**src/rtl/reel_spin_sequencer.sv**
```systemverilog
// Reel spin sequencer: runs one slot-machine play. Three reels step on the fast
// spin strobe, then stop left-to-right, timed by the slow increment strobe.
module reel_spin_sequencer #(
   parameter int NUM_SYMBOLS = 8,
   parameter int SYM_W       = 3,
   parameter int SPIN_TICKS  = 4,
   parameter int STOP_GAP    = 2
) (
   input  logic             clk,
   input  logic             rst_n,
   input  logic             spin_req,
   input  logic             credit_ok,
   input  logic             tick_spin,
   input  logic             tick_increment,
   output logic [SYM_W-1:0] reel0_pos,
   output logic [SYM_W-1:0] reel1_pos,
   output logic [SYM_W-1:0] reel2_pos,
   output logic [2:0]       reel_stopped,
   output logic             busy,
   output logic             credit_take,
   output logic             spin_done
);

   // The counter only has to reach the larger of the two intervals; it clears on every stop.
   localparam int MAX_T = (SPIN_TICKS > STOP_GAP) ? SPIN_TICKS : STOP_GAP;
   localparam int CNT_W = $clog2(MAX_T + 1);

   typedef enum logic [2:0] {
      S_IDLE,
      S_SPIN_ALL,
      S_STOP_R1,
      S_STOP_R2,
      S_DONE
   } state_t;

   state_t           r_state;
   logic [CNT_W-1:0] r_cnt;
   logic [SYM_W-1:0] r_pos0;
   logic [SYM_W-1:0] r_pos1;
   logic [SYM_W-1:0] r_pos2;
   logic [2:0]       r_stopped;
   logic             r_busy;
   logic             r_take;
   logic             r_done;

   logic             w_hit_spin;
   logic             w_hit_gap;
   logic [2:0]       w_stop_now;
   logic [2:0]       w_adv;

   // Next symbol index with wrap from the last symbol back to 0.
   function automatic logic [SYM_W-1:0] f_step(input logic [SYM_W-1:0] p);
      if (int'(p) == NUM_SYMBOLS - 1)
         return '0;
      else
         return p + SYM_W'(1);
   endfunction

   assign w_hit_spin = tick_increment && (int'(r_cnt) + 1 == SPIN_TICKS);
   assign w_hit_gap  = tick_increment && (int'(r_cnt) + 1 == STOP_GAP);

   // Which reel (if any) freezes on this edge; a freezing reel must not also step.
   always_comb begin
      w_stop_now = 3'b000;
      case (r_state)
         S_SPIN_ALL: w_stop_now[0] = w_hit_spin;
         S_STOP_R1:  w_stop_now[1] = w_hit_gap;
         S_STOP_R2:  w_stop_now[2] = w_hit_gap;
         default:    w_stop_now    = 3'b000;
      endcase
   end

   assign w_adv = {3{tick_spin}} & ~r_stopped & ~w_stop_now;

   // Play sequencing: accept, spin, staggered stops, single-cycle done.
   always_ff @(posedge clk) begin
      if (!rst_n) begin
         r_state   <= S_IDLE;
         r_cnt     <= '0;
         r_stopped <= 3'b111;
         r_busy    <= 1'b0;
         r_take    <= 1'b0;
         r_done    <= 1'b0;
      end else begin
         r_take <= 1'b0;
         r_done <= 1'b0;
         case (r_state)
            S_IDLE: begin
               if (spin_req && credit_ok) begin
                  r_state   <= S_SPIN_ALL;
                  r_busy    <= 1'b1;
                  r_take    <= 1'b1;
                  r_stopped <= 3'b000;
                  r_cnt     <= '0;
               end
            end
            S_SPIN_ALL: begin
               if (tick_increment) begin
                  if (w_hit_spin) begin
                     r_stopped[0] <= 1'b1;
                     r_cnt        <= '0;
                     r_state      <= S_STOP_R1;
                  end else begin
                     r_cnt <= r_cnt + CNT_W'(1);
                  end
               end
            end
            S_STOP_R1: begin
               if (tick_increment) begin
                  if (w_hit_gap) begin
                     r_stopped[1] <= 1'b1;
                     r_cnt        <= '0;
                     r_state      <= S_STOP_R2;
                  end else begin
                     r_cnt <= r_cnt + CNT_W'(1);
                  end
               end
            end
            S_STOP_R2: begin
               if (tick_increment) begin
                  if (w_hit_gap) begin
                     r_stopped[2] <= 1'b1;
                     r_cnt        <= '0;
                     r_done       <= 1'b1;
                     r_state      <= S_DONE;
                  end else begin
                     r_cnt <= r_cnt + CNT_W'(1);
                  end
               end
            end
            S_DONE: begin
               r_busy  <= 1'b0;
               r_state <= S_IDLE;
            end
            default: begin
               r_state <= S_IDLE;
               r_busy  <= 1'b0;
            end
         endcase
      end
   end

   // Reel positions: step unfrozen reels on tick_spin; values persist between plays.
   always_ff @(posedge clk) begin
      if (!rst_n) begin
         r_pos0 <= '0;
         r_pos1 <= '0;
         r_pos2 <= '0;
      end else begin
         if (w_adv[0]) r_pos0 <= f_step(r_pos0);
         if (w_adv[1]) r_pos1 <= f_step(r_pos1);
         if (w_adv[2]) r_pos2 <= f_step(r_pos2);
      end
   end

   assign reel0_pos    = r_pos0;
   assign reel1_pos    = r_pos1;
   assign reel2_pos    = r_pos2;
   assign reel_stopped = r_stopped;
   assign busy         = r_busy;
   assign credit_take  = r_take;
   assign spin_done    = r_done;

endmodule

```
**config.mk**
```make
export PLATFORM = sky130hd
export DESIGN_NAME = reel_spin_sequencer
export DESIGN_NICKNAME = d
export VERILOG_FILES = /design/src/rtl/reel_spin_sequencer.sv
export SDC_FILE = /design/constraint.sdc
export NUM_CORES = 1
export LEC_CHECK = 0
export CAP_MARGIN = 10
export CORE_ASPECT_RATIO = 0.5
export CORE_MARGIN = 2
export CORE_UTILIZATION = 41
export CTS_CLUSTER_DIAMETER = 40
export CTS_CLUSTER_SIZE = 24
export DETAILED_ROUTE_END_ITERATION = 12
export DONT_BUFFER_PORTS = 1
export GPL_TIMING_DRIVEN = 0
export SLEW_MARGIN = 20
export SYNTH_ARGS = -nofsm -noshare
export SYNTH_HDL_FRONTEND = slang
export SYNTH_SLANG_ARGS = --single-unit
```
**constraint.sdc**
```tcl
create_clock -name clk -period 3.5 [get_ports clk]
set_input_delay 0.175 -clock clk [delete_from_list [all_inputs] [get_ports clk]]
set_output_delay 0.175 -clock clk [all_outputs]
set_load 0.01 [all_outputs]
```
==> impl_metrics.xml <==
<?xml version="1.0" encoding="UTF-8"?>
<metrics>
  <group name="worst_setup_path">
    <metric name="timing.critical_path.slowest_stage_cell" unit="">sky130_fd_sc_hd__a311oi_2</metric>
    <metric name="required" unit="ns">3.63</metric>
    <metric name="cp_max_fo" unit="">7</metric>
    <metric name="path_cells" unit="">ha_1, or2_2, o21ai_1, a311oi_2, mux2i_1, nor2_1</metric>
    <metric name="endpoint_kind" unit="">flip-flop</metric>
    <metric name="worst-setup-path-type" unit="">reg -&gt; reg</metric>
    <metric name="worstPathArrival" unit="ns">2.05</metric>
    <metric name="critical-path-max-stage-delay" unit="ns">0.47</metric>
    <metric name="type_of_origin_of_the_critical_path" unit="">flip-flop</metric>
  </group>
  <group name="yosys">
    <metric name="synthesis.area_per_instance" unit="sq um">9.327</metric>
    <metric name="post_synth_inst_count" unit="">121</metric>
    <metric name="post_synth_instance_area" unit="sq um">1129</metric>
    <metric name="number_of_synthesized_flops_with_an_enable_pin" unit="">0</metric>
    <metric name="ys_async_sr_fraction" unit="">0</metric>
    <metric name="yosysUniqueCellTypes" unit="">34</metric>
    <metric name="synth-warning-count" unit="">0</metric>
    <metric name="synth-seq-area-share" unit="">0.3725</metric>
    <metric name="yosys_most_used_dff" unit="">sky130_fd_sc_hd__dfxtp_1</metric>
    <metric name="synthesized_netlist_net_count" unit="">136</metric>
    <metric name="count_of_state_elements_after_synthesis" unit="">21</metric>
  </group>
  <group name="grt">
    <metric name="grt_start_max_net_pins" unit="">12</metric>
    <metric name="grt_pass1_wl" unit="um">3346</metric>
    <metric name="track_usage" unit="">0.1395</metric>
    <metric name="initial_antenna_violation_count" unit="">0</metric>
    <metric name="grt_pass1_vias" unit="">706</metric>
    <metric name="grt_overflow_total" unit="">0</metric>
  </group>
  <group name="cells_and_area">
    <metric name="diodes_inserted" unit="">0</metric>
    <metric name="layout.cell_area.non_filler" unit="sq um">1220</metric>
    <metric name="layout-drive-gt1-share" unit="">0.1200</metric>
    <metric name="final_cell_mix" unit="">sky130_fd_sc_hd__dfxtp_1, sky130_fd_sc_hd__nor2_1, sky130_fd_sc_hd__nand2_1</metric>
    <metric name="n_fill_cell" unit="">266</metric>
    <metric name="layout.cells.most_common" unit="">sky130_fd_sc_hd__dfxtp_1</metric>
    <metric name="area_growth_syn_to_layout" unit="%">8.093</metric>
    <metric name="fin_nets" unit="">141</metric>
  </group>
  <group name="floorplanning">
    <metric name="fp.dieArea" unit="sq um">3214</metric>
    <metric name="core_area" unit="sq um">2603</metric>
    <metric name="fp.dieH" unit="um">41.10</metric>
    <metric name="floorplan.rows" unit="">13</metric>
    <metric name="start_util" unit="">0.4337</metric>
    <metric name="die_width" unit="um">78.20</metric>
    <metric name="num_io_pins" unit="">21</metric>
  </group>
  <group name="pwr">
    <metric name="post-layout-total-power" unit="uW">537.2</metric>
    <metric name="irDropWorstVdd" unit="mV">0.2438</metric>
    <metric name="p_leak" unit="nW">0.4723</metric>
    <metric name="power_density" unit="nW/um^2">440.4</metric>
  </group>
  <group name="sta">
    <metric name="finalMaxSlewViolations" unit="">0</metric>
    <metric name="clock_skew" unit="ns">0.004733</metric>
    <metric name="count_of_final_setup_violators" unit="">0</metric>
    <metric name="timing.final.crit_period" unit="ns">1.924</metric>
    <metric name="unrepaired_setup_endpoints_after_global_routing" unit="">no</metric>
    <metric name="holdWs" unit="ns">0.1094</metric>
    <metric name="timing.setup.tns" unit="ns">0</metric>
    <metric name="layout_worst_path_cycle_share" unit="">0.5497</metric>
    <metric name="timing.fmax" unit="GHz">0.5198</metric>
    <metric name="slew_worst_pin" unit="ns">0.4959</metric>
    <metric name="report.final.hold_viol_count" unit="">0</metric>
    <metric name="worst_slew_margin_rel" unit="">0.6694</metric>
    <metric name="layout_setup_ws" unit="ns">1.576</metric>
  </group>
  <group name="placed_design">
    <metric name="preCtsSetupSlack" unit="ns">1.594</metric>
    <metric name="dp_hpwl" unit="um">1628</metric>
    <metric name="placed_area" unit="sq um">1175</metric>
    <metric name="portBuffers" unit="">0</metric>
    <metric name="place.gp.congestion" unit="">0.8159</metric>
  </group>
  <group name="route">
    <metric name="via_cell_ratio" unit="">5.346</metric>
    <metric name="drt_first_pass_iters" unit="">4</metric>
    <metric name="routed-via-count" unit="">866</metric>
    <metric name="ant_nets" unit="">0</metric>
    <metric name="drt_iter0_markers" unit="">41</metric>
    <metric name="avgRoutedWirePerCell" unit="um">13.45</metric>
    <metric name="wirelength" unit="um">2179</metric>
    <metric name="drc_errors" unit="">0</metric>
  </group>
  <group name="hold_path">
    <metric name="holdCritPathClass" unit="">in -&gt; reg</metric>
  </group>
  <group name="clock_tree">
    <metric name="clk-insertion-delay-late" unit="ns">0.26</metric>
    <metric name="clockBufferDepth" unit="">2</metric>
    <metric name="htree_levels" unit="">1</metric>
    <metric name="postCtsSetupRepairBufs" unit="">0</metric>
    <metric name="tritoncts" unit="">yes</metric>
    <metric name="numCtsBuffers" unit="">3</metric>
    <metric name="worst_setup_hold_path_clk_slew" unit="ns">0.08</metric>
    <metric name="postCtsHoldBufs" unit="">0</metric>
    <metric name="cts_resized" unit="">0</metric>
    <metric name="clock_tree.root_cell" unit="">sky130_fd_sc_hd__clkbuf_8</metric>
    <metric name="tritoncts_num_sinks" unit="">21</metric>
  </group>
  <group name="flow_run">
    <metric name="timing.max_cap.violations" unit="">0</metric>
  </group>
  <group name="run_status">
    <metric name="status" unit="">completed</metric>
  </group>
</metrics>
cells in the mapped netlist, types with 3 or more instances:
| cell type | count | area share |
|---|---|---|
| sky130_fd_sc_hd__nand3b_1 | 3 | 0.020 |
| sky130_fd_sc_hd__nor2_1 | 17 | 0.057 |
| sky130_fd_sc_hd__a21oi_1 | 5 | 0.022 |
| sky130_fd_sc_hd__nand3_1 | 4 | 0.018 |
| sky130_fd_sc_hd__o21ai_0 | 3 | 0.013 |
| sky130_fd_sc_hd__dfxtp_1 | 21 | 0.37 |
| sky130_fd_sc_hd__mux2i_1 | 6 | 0.053 |
| sky130_fd_sc_hd__a31o_1 | 3 | 0.023 |
| sky130_fd_sc_hd__inv_1 | 7 | 0.023 |
| sky130_fd_sc_hd__nand2_1 | 12 | 0.040 |
| sky130_fd_sc_hd__ha_1 | 9 | 0.10 |
| sky130_fd_sc_hd__clkbuf_1 | 3 | 0.010 |
kinds of logic (layout without fill, tap and decap cells):
kind of cell | count (synthesis) | in the layout | share of synthesized area
AO/OA/AOI/OAI | 26 | 26 | 0.2151
adder cells (fa/ha/maj) | 9 | 9 | 0.09978
buffers and inverters | 11 | 15 | 0.03992
flip-flops | 21 | 21 | 0.3725
multiplexers | 6 | 6 | 0.05322
AND/OR/NAND/NOR | 48 | 48 | 0.2195
cell type report:
class	instances	area (sq um)	area share
Inverter	7	26.28	0.02154
Buffer	4	18.77	0.01538
Sequential cell	21	420.4	0.3446
Clock buffer	4	45.04	0.03692
Tap cell	37	46.29	0.03795
Multi-Input combinational cell	89	663.1	0.5436
flip-flops by register name (all words and copies together) (netlist names):
| register | flops |
|---|---|
| reel0_pos | 3 |
| reel1_pos | 3 |
| busy | 1 |
| reel2_pos | 3 |
| r_state | 3 |
| credit_take | 1 |
| r_cnt | 3 |
| reel_stopped | 3 |
| spin_done | 1 |
path summary, 6_finish.rpt:
| path | startpoint | endpoint | slack (ns) | cells after the start |
|---|---|---|---|---|
| worst max-delay path | r_cnt[0] | reel2_pos[1] | 1.58 | 6 |
| worst min-delay path | credit_ok | busy | 0.11 | 2 |
| worst max register to register | r_cnt[0] | reel2_pos[1] | 1.58 | 6 |
| worst min register to register | busy | busy | 0.52 | 2 |
layer usage:
layer  vias up  GRT usage  part of all wire
li1        439          -                 -
met1       411     0.1817              0.49
met2        14     0.2263              0.45
met3         2    0.05507             0.054
met4         0    0.02632            0.0037
met5         -          0                 0
critical path: cells and delay by family (launching register included):
family          cells  cell delay, ns
fa+ha+maj           1            0.30
simple gates        2            0.22
flops               1            0.44
compound gates      2            0.60
mux                 1            0.24
metrics by stage:
| step | instances | util |
|---|---|---|
| 2_1_floorplan | 121 | - |
| 3_3_place_gp | 158 | 0.4514 |
| 3_5_place_dp | 158 | 0.4514 |
| 4_1_cts | 162 | 0.4688 |
| 5_1_grt | 162 | 0.4688 |
| 6_report | 162 | 0.4688 |
report_power, final:
group	leakage, nW	internal (mW)	switching, mW	total, mW
sequential	0.171	0.255	0.0233	0.278
combinational	0.279	0.0399	0.0618	0.102
clock	0.0228	0.0810	0.0762	0.157
total	0.472	0.376	0.161	0.537
(Power assumes the default switching activity.)
